**src/rtl/mux4_rr_arbiter_if.sv**
```systemverilog
// Request/grant bundle between four requesters and the round-robin mux arbiter.
interface mux4_rr_arbiter_if;
  logic [3:0] req;
  logic [3:0] gnt;
  logic [1:0] sel;
  logic       busy;
  logic       forced;

  modport master (
    input  req,
    output gnt,
    output sel,
    output busy,
    output forced
  );

  modport slave (
    output req,
    input  gnt,
    input  sel,
    input  busy,
    input  forced
  );
endinterface

```
**src/rtl/mux4_rr_arbiter.sv**
```systemverilog
// Round-robin owner arbitration for a shared 4:1 single-bit mux, with an
// optional fairness timeout that revokes a long-held grant when others wait.
module mux4_rr_arbiter #(
  parameter int unsigned HOLD_MAX = 8,
  parameter int unsigned CW       = 8
) (
  input  logic              clk,
  input  logic              rst,
  mux4_rr_arbiter_if.master bus
);

  typedef enum logic {IDLE, GRANT} state_t;

  localparam logic [CW-1:0] HOLD_LAST = (HOLD_MAX == 0) ? '0 : CW'(HOLD_MAX - 1);

  state_t      state;
  logic [3:0]  gnt_q;
  logic [1:0]  own;
  logic [1:0]  ptr;
  logic [CW-1:0] count;
  logic        busy_q;
  logic        forced_q;

  logic [1:0]  pick;
  logic [1:0]  cand;
  logic        found;
  logic        others;

  // First requester at or after ptr, wrapping mod 4.
  always_comb begin
    pick  = ptr;
    cand  = ptr;
    found = 1'b0;
    for (int unsigned k = 0; k < 4; k++) begin
      cand = ptr + 2'(k);
      if (!found && bus.req[cand]) begin
        pick  = cand;
        found = 1'b1;
      end
    end
  end

  assign others = |(bus.req & ~(4'b0001 << own));

  always_ff @(posedge clk) begin
    if (rst) begin
      state    <= IDLE;
      gnt_q    <= '0;
      own      <= '0;
      ptr      <= '0;
      count    <= '0;
      busy_q   <= 1'b0;
      forced_q <= 1'b0;
    end else begin
      forced_q <= 1'b0;
      case (state)
        IDLE: begin
          if (found) begin
            state  <= GRANT;
            gnt_q  <= 4'b0001 << pick;
            own    <= pick;
            ptr    <= pick + 2'd1;
            count  <= '0;
            busy_q <= 1'b1;
          end
        end
        GRANT: begin
          // Release wins over a coincident timeout, so forced stays low.
          if (!bus.req[own]) begin
            state  <= IDLE;
            gnt_q  <= '0;
            busy_q <= 1'b0;
          end else if (HOLD_MAX != 0 && count == HOLD_LAST && others) begin
            state    <= IDLE;
            gnt_q    <= '0;
            busy_q   <= 1'b0;
            forced_q <= 1'b1;
          end else if (HOLD_MAX != 0 && count != HOLD_LAST) begin
            count <= count + 1'b1;
          end
        end
        default: begin
          state  <= IDLE;
          gnt_q  <= '0;
          busy_q <= 1'b0;
        end
      endcase
    end
  end

  assign bus.gnt    = gnt_q;
  assign bus.sel    = own;
  assign bus.busy   = busy_q;
  assign bus.forced = forced_q;

endmodule

```
**src/flat_wrapper.sv**
```systemverilog
// flat-port wrapper written by rule: the top's interface ports become plain ports
module mux4_rr_arbiter_flat 
#(
  parameter int unsigned HOLD_MAX = 8,
  parameter int unsigned CW       = 8
)
  (clk, rst, bus_req, bus_gnt, bus_sel, bus_busy, bus_forced);
  mux4_rr_arbiter_if bus_i ();
  input  logic clk;
  input  logic rst;
  input wire logic [$bits(bus_i.req)-1:0] bus_req;
  output wire logic [$bits(bus_i.gnt)-1:0] bus_gnt;
  output wire logic [$bits(bus_i.sel)-1:0] bus_sel;
  output wire logic [$bits(bus_i.busy)-1:0] bus_busy;
  output wire logic [$bits(bus_i.forced)-1:0] bus_forced;
  assign bus_i.req = bus_req;
  assign bus_gnt = bus_i.gnt;
  assign bus_sel = bus_i.sel;
  assign bus_busy = bus_i.busy;
  assign bus_forced = bus_i.forced;
  mux4_rr_arbiter #(.HOLD_MAX(HOLD_MAX), .CW(CW)) u_core (.clk(clk), .rst(rst), .bus(bus_i));
endmodule
```
**config.mk**
```make
export PLATFORM = sky130hd
export DESIGN_NAME = mux4_rr_arbiter_flat
export DESIGN_NICKNAME = d
export VERILOG_FILES = /design/src/rtl/mux4_rr_arbiter_if.sv /design/src/rtl/mux4_rr_arbiter.sv /design/src/flat_wrapper.sv
export SDC_FILE = /design/constraint.sdc
export NUM_CORES = 1
export LEC_CHECK = 0
export BUFFER_PORTS_ARGS = -buffer_cell sky130_fd_sc_hd__buf_2
export CORE_UTILIZATION = 40
export CTS_CLUSTER_DIAMETER = 80
export DETAILED_ROUTE_END_ITERATION = 8
export PLACE_DENSITY = 0.7
export SLEW_MARGIN = 0
export SYNTH_ARGS = -nofsm -noshare
export SYNTH_HDL_FRONTEND = slang
export SYNTH_SLANG_ARGS = --single-unit
```
**constraint.sdc**
```tcl
create_clock -name clk -period 2.6 [get_ports clk]
set_input_delay 0.13 -clock clk [delete_from_list [all_inputs] [get_ports clk]]
set_output_delay 0.13 -clock clk [all_outputs]
set_load 0.01 [all_outputs]
```
==> results.md, run 1 <==
- Commonest non-fill, non-tap cell in the layout: dfxtp_1
- Total clock sinks: 19
- Switching pwr: 235 uW
- Max Freq: 0.550 GHz
- Async SR Flop Fraction: 0
- Residual DRC count: 0
- RSZ-0062 raised after global routing: false
- Hold_buf cts: 0
- Worst slew pin tran: 0.499 ns
- CP Max Fanout: 6
- Post-CTS setup repair buffer count: 0
- Final Hold Viols: 0
- Fin crit period: 1.82 ns
- Antenna violations before repair: 0
- WL final: 2.40 mm
- Synth Net Count: 140
- Antenna-violating nets left: 0
- Nets: 151
- DR iter-0 viols: 18
- Final Cycle Share: 0.700
- Fillers: 255
- Register area share after synthesis: 0.346
- Status: complete, no violations
- IO Count: 14
- Post-synthesis register bit count: 19
- Die width: 54.4 um
- Setup violators final: 0
- Root buffer cell: clkbuf_4
- Multi-input gate area: 627 um2
- Worst-Skew Late Latency: 0.31 ns
- Reg area: 380 um2
- Gr ovfl total: 0
- Synth warn: 0
- P_int: 443 uW
- Total track usage: 0.197
- CTS tree: done
- Setup crit end kind: flop
- Slew Limit Fails: 0
- Crit path DAT: 2.01 ns
- Die ar.: 2960 um2
- Largest net degree at the start of global routing: 13
- Power Density: 576 nW/um2
- GPL Wtd Cong: 0.723
- Mapped Cells: 129
- Post-synth cell types: 37
- Clk buf depth: 2
- Dpl cell area: 1150 um2
- Combinational share of power: 0.253
- H-tree level count: 1
- Min Hold Slack: 0.127 ns
- Initial cell density of the core: 0.432
- Rel. slew slack: 0.666
- First-pass GRT wire length: 4.15 mm
- Fin Setup TNS: 0 ns
- Peak VDD IR: 0.359 mV
- Clock-pin slew on the worst setup and hold paths: 0.11 ns
- Dpl hpwl: 1.81 mm
- Drt wl/cell: 14.2 um
- CORE AREA: 2540 um2
- Die height: 54.4 um
- Pwr Total: 679 uW
- Worst Hold Class: input port to flop
- Layout cells sized above 1: 0.173
- Total CTS buffers: 3
- Vias: 1,020
- Num rows: 18
- Crit start category: flop
- Area of the mapped netlist: 1100 um2
- Post-synth EDFFs: 0
- Post-CTS resize count: 0
- Net Sw Frac: 0.347
- R2R Setup Slk: 0.78 ns
- Sequential power share: 0.520
- P_leak: 0.000447 uW
- # diodes: 0
- Vias per cell: 6.04
- Critical path class: flop to flop
- Clock network fraction of total power: 0.227
- Final instance area: 1180 um2
- Max Cap Violations: 0
- DR pass1 iterations: 5
- Number of global-route vias before repair: 950
- Synth-to-Final Area Change: 7.17%
- Mapped Avg Cell Area: 8.53 um2
- Worst Path Required: 2.79 ns
- # port buffers: 13
- Worst Clk Skew: 0.00542 ns
- Post-synth top flop: dfxtp_1
- Commonest cells after routing, fill and taps aside: dfxtp_1, buf_2, inv_1, nor2_1, a21oi_1
==> cell usage after synthesis, types with 2 or more instances <==
master / n / area share
dfxtp_1: 19 / 0.35
inv_1: 11 / 0.038
nor2_1: 11 / 0.038
a21oi_1: 10 / 0.046
nand2_1: 7 / 0.024
or4_1: 6 / 0.041
ha_1: 5 / 0.057
o21ai_0: 5 / 0.023
a22oi_1: 4 / 0.027
nand3_1: 4 / 0.018
a211oi_1: 3 / 0.020
buf_6: 3 / 0.031
nor3_1: 3 / 0.014
o211ai_1: 3 / 0.020
o21ai_1: 3 / 0.014
o221ai_1: 3 / 0.024
and2_1: 2 / 0.011
buf_2: 2 / 0.0091
clkbuf_1: 2 / 0.0068
nand4_1: 2 / 0.011
nor2b_1: 2 / 0.011
o22ai_1: 2 / 0.011
o31ai_1: 2 / 0.014
xor2_1: 2 / 0.016
==> logic make-up (layout without fill, tap and decap cells) <==
kind of cell    Yosys count  after routing  synth area share
buf+inv                  18             28            0.0842
fa+ha+maj                 5              5            0.0569
flops                    19             19             0.346
xor+xnor                  2              2            0.0159
mux                       2              2            0.0307
simple gates             46             46             0.247
compound gates           37             37             0.220
==> metal layers <==
metal	global-route usage	wire length, um	part of all wire	up-vias
met5	0	0	0	-
met4	0.0598	0	0	0
met3	0.0778	120	0.050	0
met2	0.335	1210	0.50	21
met1	0.223	1080	0.45	496
li1	-	-	-	503
==> worst max-delay path, cell delays in order (launching register included) <==
cell and delay [ns]:
dfxtp_1 0.44, nor2_1 0.08, a221o_1 0.30, o22ai_1 0.32
inv_1 0.11, ha_1 0.20, a22oi_1 0.16, o21ai_0 0.10
==> registers in the layout, indices dropped and copies added, names as in the netlist <==
| name | count |
|---|---|
| u_core.bus.busy | 1 |
| u_core.bus.forced | 1 |
| u_core.bus.gnt | 4 |
| u_core.bus.sel | 2 |
| u_core.count | 8 |
| u_core.ptr | 2 |
| u_core.state | 1 |
==> final cells by class <==
class                      instances  share of cell area
clock buffer                       3              0.0191
clock inverter                     1             0.00425
inverter                          11              0.0350
multi-input combinational         92               0.532
sequential                        19               0.323
tap                               30              0.0318
timing repair buffer              13              0.0552
==> stage by stage <==
| step | worst slack [ns] | std cells | util |
|---|---|---|---|
| global placement | 0.875 | 165 | 0.452 |
| global route | 0.673 | 169 | 0.463 |
| CTS | 0.812 | 169 | 0.463 |
| finish | 0.781 | 169 | 0.463 |
| detailed placement | 0.830 | 165 | 0.452 |
| floorplan | 0.938 | 129 | - |
==> power groups by stage <==
| stage | logic [uW] | clock network (uW) | registers (uW) |
|---|---|---|---|
| 2_1_floorplan | 130 | 0 | 354 |
| 3_3_place_gp | 164 | 0 | 357 |
| 3_5_place_dp | 173 | 0 | 358 |
| 4_1_cts | 173 | 159 | 352 |
| 5_1_grt | 196 | 172 | 358 |
| 6_report | 172 | 154 | 353 |
==> path summary, 6_finish.rpt <==
| kind | from | end | cells past startpoint |
|---|---|---|---|
| setup / recovery | u_core.ptr[1] | u_core.bus.gnt[3] | 7 |
| hold / removal | rst | u_core.ptr[1] | 2 |
| setup reg to reg | u_core.ptr[1] | u_core.bus.gnt[3] | 7 |
| hold reg to reg | u_core.bus.gnt[0] | u_core.bus.gnt[0] | 2 |
No activity file was read; power rests on OpenSTA's default activity.
==> run 2: changes to the inputs <==
- PLACE_DENSITY: 0.7 -> 0.72
- clock period: 2.6 -> 1.6 ns (I/O delays scaled with it)
==> run 2 against run 1 <==
Effect of this change:
- the flow now finishes with violations (negative setup slack)
- global-route usage grew 1.7 points
- largest power group unchanged
- non-clock buffer count rose by 16
- final cell count rose by 9.5%
- worst hold slack worse by 0.055 ns
==> results.md, run 2 (synthesis gave the netlist of run 1 again) <==
- Status: complete, but fails checks
- Failing checks: negative setup slack
- Die ar.: 2960 um2
- Hold_buf cts: 0
- Final instance area: 1410 um2
- WL final: 2.61 mm
- Max reg flops: 8
- Setup violators final: 1
- Antenna-violating nets left: 0
- Dpl hpwl: 1.91 mm
- Power Density: 886 nW/um2
- DR iter-0 viols: 30
- Peak VDD IR: 0.708 mV
- Gr ovfl total: 0
- Root buffer cell: clkbuf_4
- R2R Setup Slk: -0.01 ns
- Final setup margin: -0.0128 ns
- Total clock sinks: 19
- IO Count: 14
- Hold Path Sink: u_core.count[1]
- Antenna violations before repair: 0
- CTS tree: done
- Fin crit period: 1.61 ns
- # port buffers: 13
- Initial cell density of the core: 0.432
- Synth-to-Final Area Change: 28.4%
- CORE AREA: 2540 um2
- CP Launch Point: u_core.bus.sel[1]
- Worst Path Required: 1.84 ns
- Worst Clk Skew: 0.00512 ns
- Max Freq: 0.620 GHz
- Crit start category: flop
- Net Sw Frac: 0.345
- Worst slew pin tran: 0.533 ns
- Vias per cell: 5.72
- Hold Startpoint: rst
- Core Util, Final: 0.555
- Clock-pin slew on the worst setup and hold paths: 0.11 ns
- Worst reg-to-reg path cell count: 4
- Rel. slew slack: 0.643
- Max Cap Violations: 0
- Drt wl/cell: 14.1 um
- GPL Wtd Cong: 0.791
- Die width: 54.4 um
- CP Max Fanout: 5
- Combinational share of power: 0.341
- Total track usage: 0.213
- Crit path DAT: 1.86 ns
- Setup crit end kind: flop
- Number of global-route vias before repair: 1,026
- Crit Reg-Reg Startpoint: u_core.bus.sel[1]
- Dpl cell area: 1250 um2
- H-tree level count: 1
- P_int: 819 uW
- R2r endpoint: u_core.bus.gnt[3]
- Nets: 167
- WHS Path Cells: 2
- Clk buf depth: 2
- Final Hold Viols: 0
- RSZ-0062 raised after global routing: true
- P_leak: 0.000547 uW
- Vias: 1,059
- Final Cycle Share: 1.01
- Num rows: 18
- Total CTS buffers: 3
- Critical path class: flop to flop
- Layout cells sized above 1: 0.387
- Largest net degree at the start of global routing: 12
- Worst-Skew Late Latency: 0.31 ns
- Residual DRC count: 0
- Clock network fraction of total power: 0.201
- DR pass1 iterations: 4
- Fillers: 236
- Die height: 54.4 um
- Sequential power share: 0.458
- # diodes: 0
- Switching pwr: 432 uW
- Commonest cells after routing, fill and taps aside: buf_4, dfxtp_1, buf_2, inv_1, nor2_1
- Worst Hold Class: input port to flop
- Biggest register: u_core.count
- Slew Limit Fails: 0
- First-pass GRT wire length: 4.53 mm
-- run 2: changes by cell type in the layout (fill, tap and decap cells not counted), sizes merged --
cell,previous run,this run
buf,13,29
-- run 2: metal layers --
layer	part of all wire	vias up	GRT usage
met5	0	-	0
li1	-	532	-
met1	0.44	505	0.260
met3	0.031	3	0.0583
met2	0.52	19	0.376
met4	0.0038	0	0.0342
-- run 2: area by class of cell --
cell class | count | area [um2] | area share
clock inverter | 1 | 5.00 | 0.00354
tap | 30 | 37.5 | 0.0266
timing repair buffer | 29 | 201 | 0.143
inverter | 11 | 41.3 | 0.0292
clock buffer | 3 | 22.5 | 0.0159
multi-input combinational | 92 | 708 | 0.501
sequential | 19 | 397 | 0.281
-- run 2: power groups by stage --
stage	Combinational (uW)	Sequential (uW)	Clock, uW
6_report	427	573	251
4_1_cts	385	569	259
3_5_place_dp	345	573	0
5_1_grt	472	582	286
2_1_floorplan	211	576	0
3_3_place_gp	332	573	0
-- run 2: how the worst max path moves through the flow --
stage                                    to  slack [ns]
final                     u_core.bus.gnt[3]       -0.01
after global placement        u_core.ptr[1]       -0.04
after detailed placement      u_core.ptr[1]       -0.11
after CTS                     u_core.ptr[1]       0.005
after global routing      u_core.bus.gnt[1]       -0.14
after floorplan               u_core.ptr[1]       0.004
-- run 2: worst max-delay path, cell delays in order, from the launching register on --
cell      delay (ns)
dfxtp_2         0.36
or4_1           0.51
o211ai_1        0.27
o211ai_1        0.24
o21ai_0         0.18
-- run 2: timing repair --
action,in CTS,in global routing
pin swaps,2,15
buffers inserted,2,2
endpoints found under the setup margin,7,14
gates resized for setup,8,20
-- run 2: through the flow --
| step | instances | setup WS (ns) | hold slack, ns | TNS (ns) | power [uW] |
|---|---|---|---|---|---|
| after detailed placement | 177 | -0.114 | 0.392 | -0.356 | 918 |
| after floorplan | 129 | 0.00377 | 0.286 | 0 | 786 |
| after global placement | 177 | -0.0432 | 0.391 | -0.110 | 905 |
| after global routing | 185 | -0.144 | 0.0669 | -0.642 | 1340 |
| final | 185 | -0.0128 | 0.0717 | -0.0128 | 1250 |
| after CTS | 183 | 0.00502 | 0.0534 | 0 | 1210 |
==> run 3: changes to the inputs <==
- ABC_AREA: default -> 1
- PLACE_DENSITY: 0.72 -> 0.71
==> run 3 against run 2 <==
Effect of this change:
- the run still ends with negative setup slack left
- critical path type unchanged
- die area increased by 17%
- sequential power increased by 39%
- worst hold slack improved by 0.045 ns
- setup slack got worse by 0.18 ns
- final area increased by 35%
- routed wire length increased by 30%
- highest routed layer unchanged
==> results.md, run 3 <==
- Area of the mapped netlist: 1290 um2
- Core Util, Final: 0.626
- CTS tree: done
- # port buffers: 13
- Total CTS buffers: 3
- Commonest non-fill, non-tap cell in the layout: nand2_1
- Die width: 58.9 um
- Synth warn: 0
- Crit-path cells: nand2_1 -> nand2_8 -> nand2_1 -> o21a_2 -> nor2_4 -> nand2_2 -> nand2_4 -> inv_4 -> ha_4 -> o21ai_1 -> a21oi_1
- Vias per cell: 5.03
- Failing checks: negative setup slack
- Setup crit end kind: flop
- Max reg flops: 8
- Post-synthesis register bit count: 19
- Largest net degree at the start of global routing: 14
- Antenna violations before repair: 0
- Async SR Flop Fraction: 0
- Die height: 58.9 um
- Worst slew pin tran: 0.326 ns
- Commonest cells in the netlist: nand2_1, nand3_1, nor2_1, dfxtp_1, inv_1
- Initial cell density of the core: 0.424
- Slowest-stage cell, CP: dfxtp_4
- # diodes: 0
- Gr ovfl total: 0
- Fillers: 292
- Worst Path Required: 1.82 ns
- R2R Setup Slk: -0.19 ns
- Power Density: 2050 nW/um2
- Synth-to-Final Area Change: 47.5%
- Final setup margin: -0.195 ns
- CP Max Fanout: 8
- Nets: 251
- Clk buf depth: 2
- P_leak: 0.000842 uW
- Num rows: 20
- Drt wl/cell: 12.0 um
- RSZ-0062 raised after global routing: true
- H-tree level count: 1
- Fin crit period: 1.79 ns
- Worst Hold Class: input port to flop
- WL final: 3.39 mm
- Mapped Cells: 203
- Top-count cell post-synth: nand2_1
- Antenna-violating nets left: 0
- Max Freq: 0.557 GHz
- Worst-Skew Late Latency: 0.29 ns
- First-pass GRT wire length: 5.58 mm
- Worst Clk Skew: 0.000942 ns
- Ranking of synthesized cells by area: dfxtp_1, nand2_1, nand3_1
- Rel. slew slack: 0.782
- R2r endpoint: u_core.ptr[1]
- Peak VDD IR: 0.882 mV
- Crit path DAT: 2.02 ns
- Commonest cells after routing, fill and taps aside: nand2_1, nand2_4, nor2_1, buf_4
- GPL Wtd Cong: 0.882
- Residual DRC count: 0
- Crit Reg-Reg Startpoint: u_core.ptr[0]
- Largest area contributor in the netlist: dfxtp_1
- Dpl cell area: 1550 um2
- Hold Path Sink: u_core.bus.sel[0]
- Biggest register: u_core.count
- Hold_buf cts: 0
- Dpl hpwl: 2.23 mm
- CORE AREA: 3050 um2
- Share of the synthesized area in the top cell type: 0.294
- Worst reg-to-reg path cell count: 11
- Post-synth cell types: 28
- Status: complete, but fails checks
- Total track usage: 0.210
- Fin Setup TNS: -1.55 ns
- Synth Net Count: 214
- DR iter-0 viols: 71
- Most used cell, CP: nand2_1
- Root buffer cell: clkbuf_4
- Final Cycle Share: 1.12
- Critical path class: flop to flop
- IO Count: 14
- Number of global-route vias before repair: 1,314
- Post-synth top flop: dfxtp_1
- Final Hold Viols: 0
- Post-synth EDFFs: 0
- Max Cap Violations: 0
- Worst path max stage delay: 0.43 ns
- Vias: 1,424
- Die ar.: 3470 um2
- Crit start category: flop
- Setup violators final: 15
- WHS Path Cells: 2
- Clock-pin slew on the worst setup and hold paths: 0.10 ns
- Total clock sinks: 19
- Hold Startpoint: rst
- Layout cells sized above 1: 0.406
- Slew Limit Fails: 0
- Register area share after synthesis: 0.294
- Final instance area: 1910 um2
- Mapped Avg Cell Area: 6.38 um2
- DR pass1 iterations: 5
==> run 3: cell type report <==
cell class / count / area, um2 / share of cell area
clock buffer: 4 / 26.3 / 0.0138
inverter: 22 / 110 / 0.0576
multi-input combinational: 160 / 1090 / 0.573
timing repair buffer: 34 / 234 / 0.122
sequential: 19 / 390 / 0.204
tap: 44 / 55.1 / 0.0288
==> run 3: kinds of logic (layout without fill, tap and decap cells) <==
| kind of cell | count (synthesis) | after routing | share of synthesized area |
|---|---|---|---|
| flops | 19 | 19 | 0.294 |
| fa+ha+maj | 5 | 5 | 0.0483 |
| buf+inv | 25 | 60 | 0.0947 |
| compound gates | 27 | 27 | 0.116 |
| simple gates | 127 | 128 | 0.447 |
==> run 3: how the worst max path moves through the flow <==
stage | start | endpoint | slack [ns] | depth (start not counted)
6_report | u_core.ptr[0] | u_core.ptr[1] | -0.19 | 11
5_1_grt | u_core.ptr[0] | u_core.ptr[1] | -0.30 | 11
4_1_cts | u_core.ptr[0] | u_core.ptr[1] | -0.13 | 13
3_5_place_dp | u_core.ptr[0] | u_core.ptr[1] | -0.24 | 14
3_3_place_gp | u_core.ptr[0] | u_core.ptr[1] | -0.25 | 14
2_1_floorplan | u_core.ptr[0] | u_core.ptr[1] | -0.09 | 15
==> run 3: layer usage <==
metal  share of wire  wire [um]  GRT usage  vias to the layer above
li1                -          -          -                      738
met1            0.42       1440      0.254                      661
met2            0.55       1860      0.385                       23
met3           0.022         73     0.0154                        2
met4          0.0062         21     0.0782                        0
met5               0          0          0                        -
==> run 3: worst max-delay path, delay by kind of cell, from the launching register on <==
kind / cells / cell delay [ns]
DFF: 1 / 0.43
buffers and inverters: 1 / 0.04
AOI/OAI and AO/OA: 3 / 0.33
and+or+nand+nor: 6 / 0.68
adders and majority gates: 1 / 0.25
==> run 3: what timing repair did <==
action,4_1_cts,5_1_grt
hold endpoints to repair,0,0
gates cloned,2,0
resized for setup,32,41
setup endpoints to repair,17,17
pin swaps,17,15
buffers inserted,2,2
==> run 3: power breakdown <==
| part | switching (uW) | total (uW) | internal (uW) |
|---|---|---|---|
| clock network | 142 | 239 | 96.8 |
| registers | 170 | 796 | 626 |
| logic | 1660 | 2880 | 1230 |
==> run 3: metrics by stage <==
step                      hold slack (ns)  power (uW)  cells  worst slack [ns]
after floorplan                     0.243        2090    203           -0.0932
after global placement              0.412        2650    273            -0.251
after detailed placement            0.415        2660    273            -0.242
after CTS                          0.0979        3290    281            -0.135
after global routing                0.119        4230    283            -0.296
final                               0.117        3920    283            -0.195
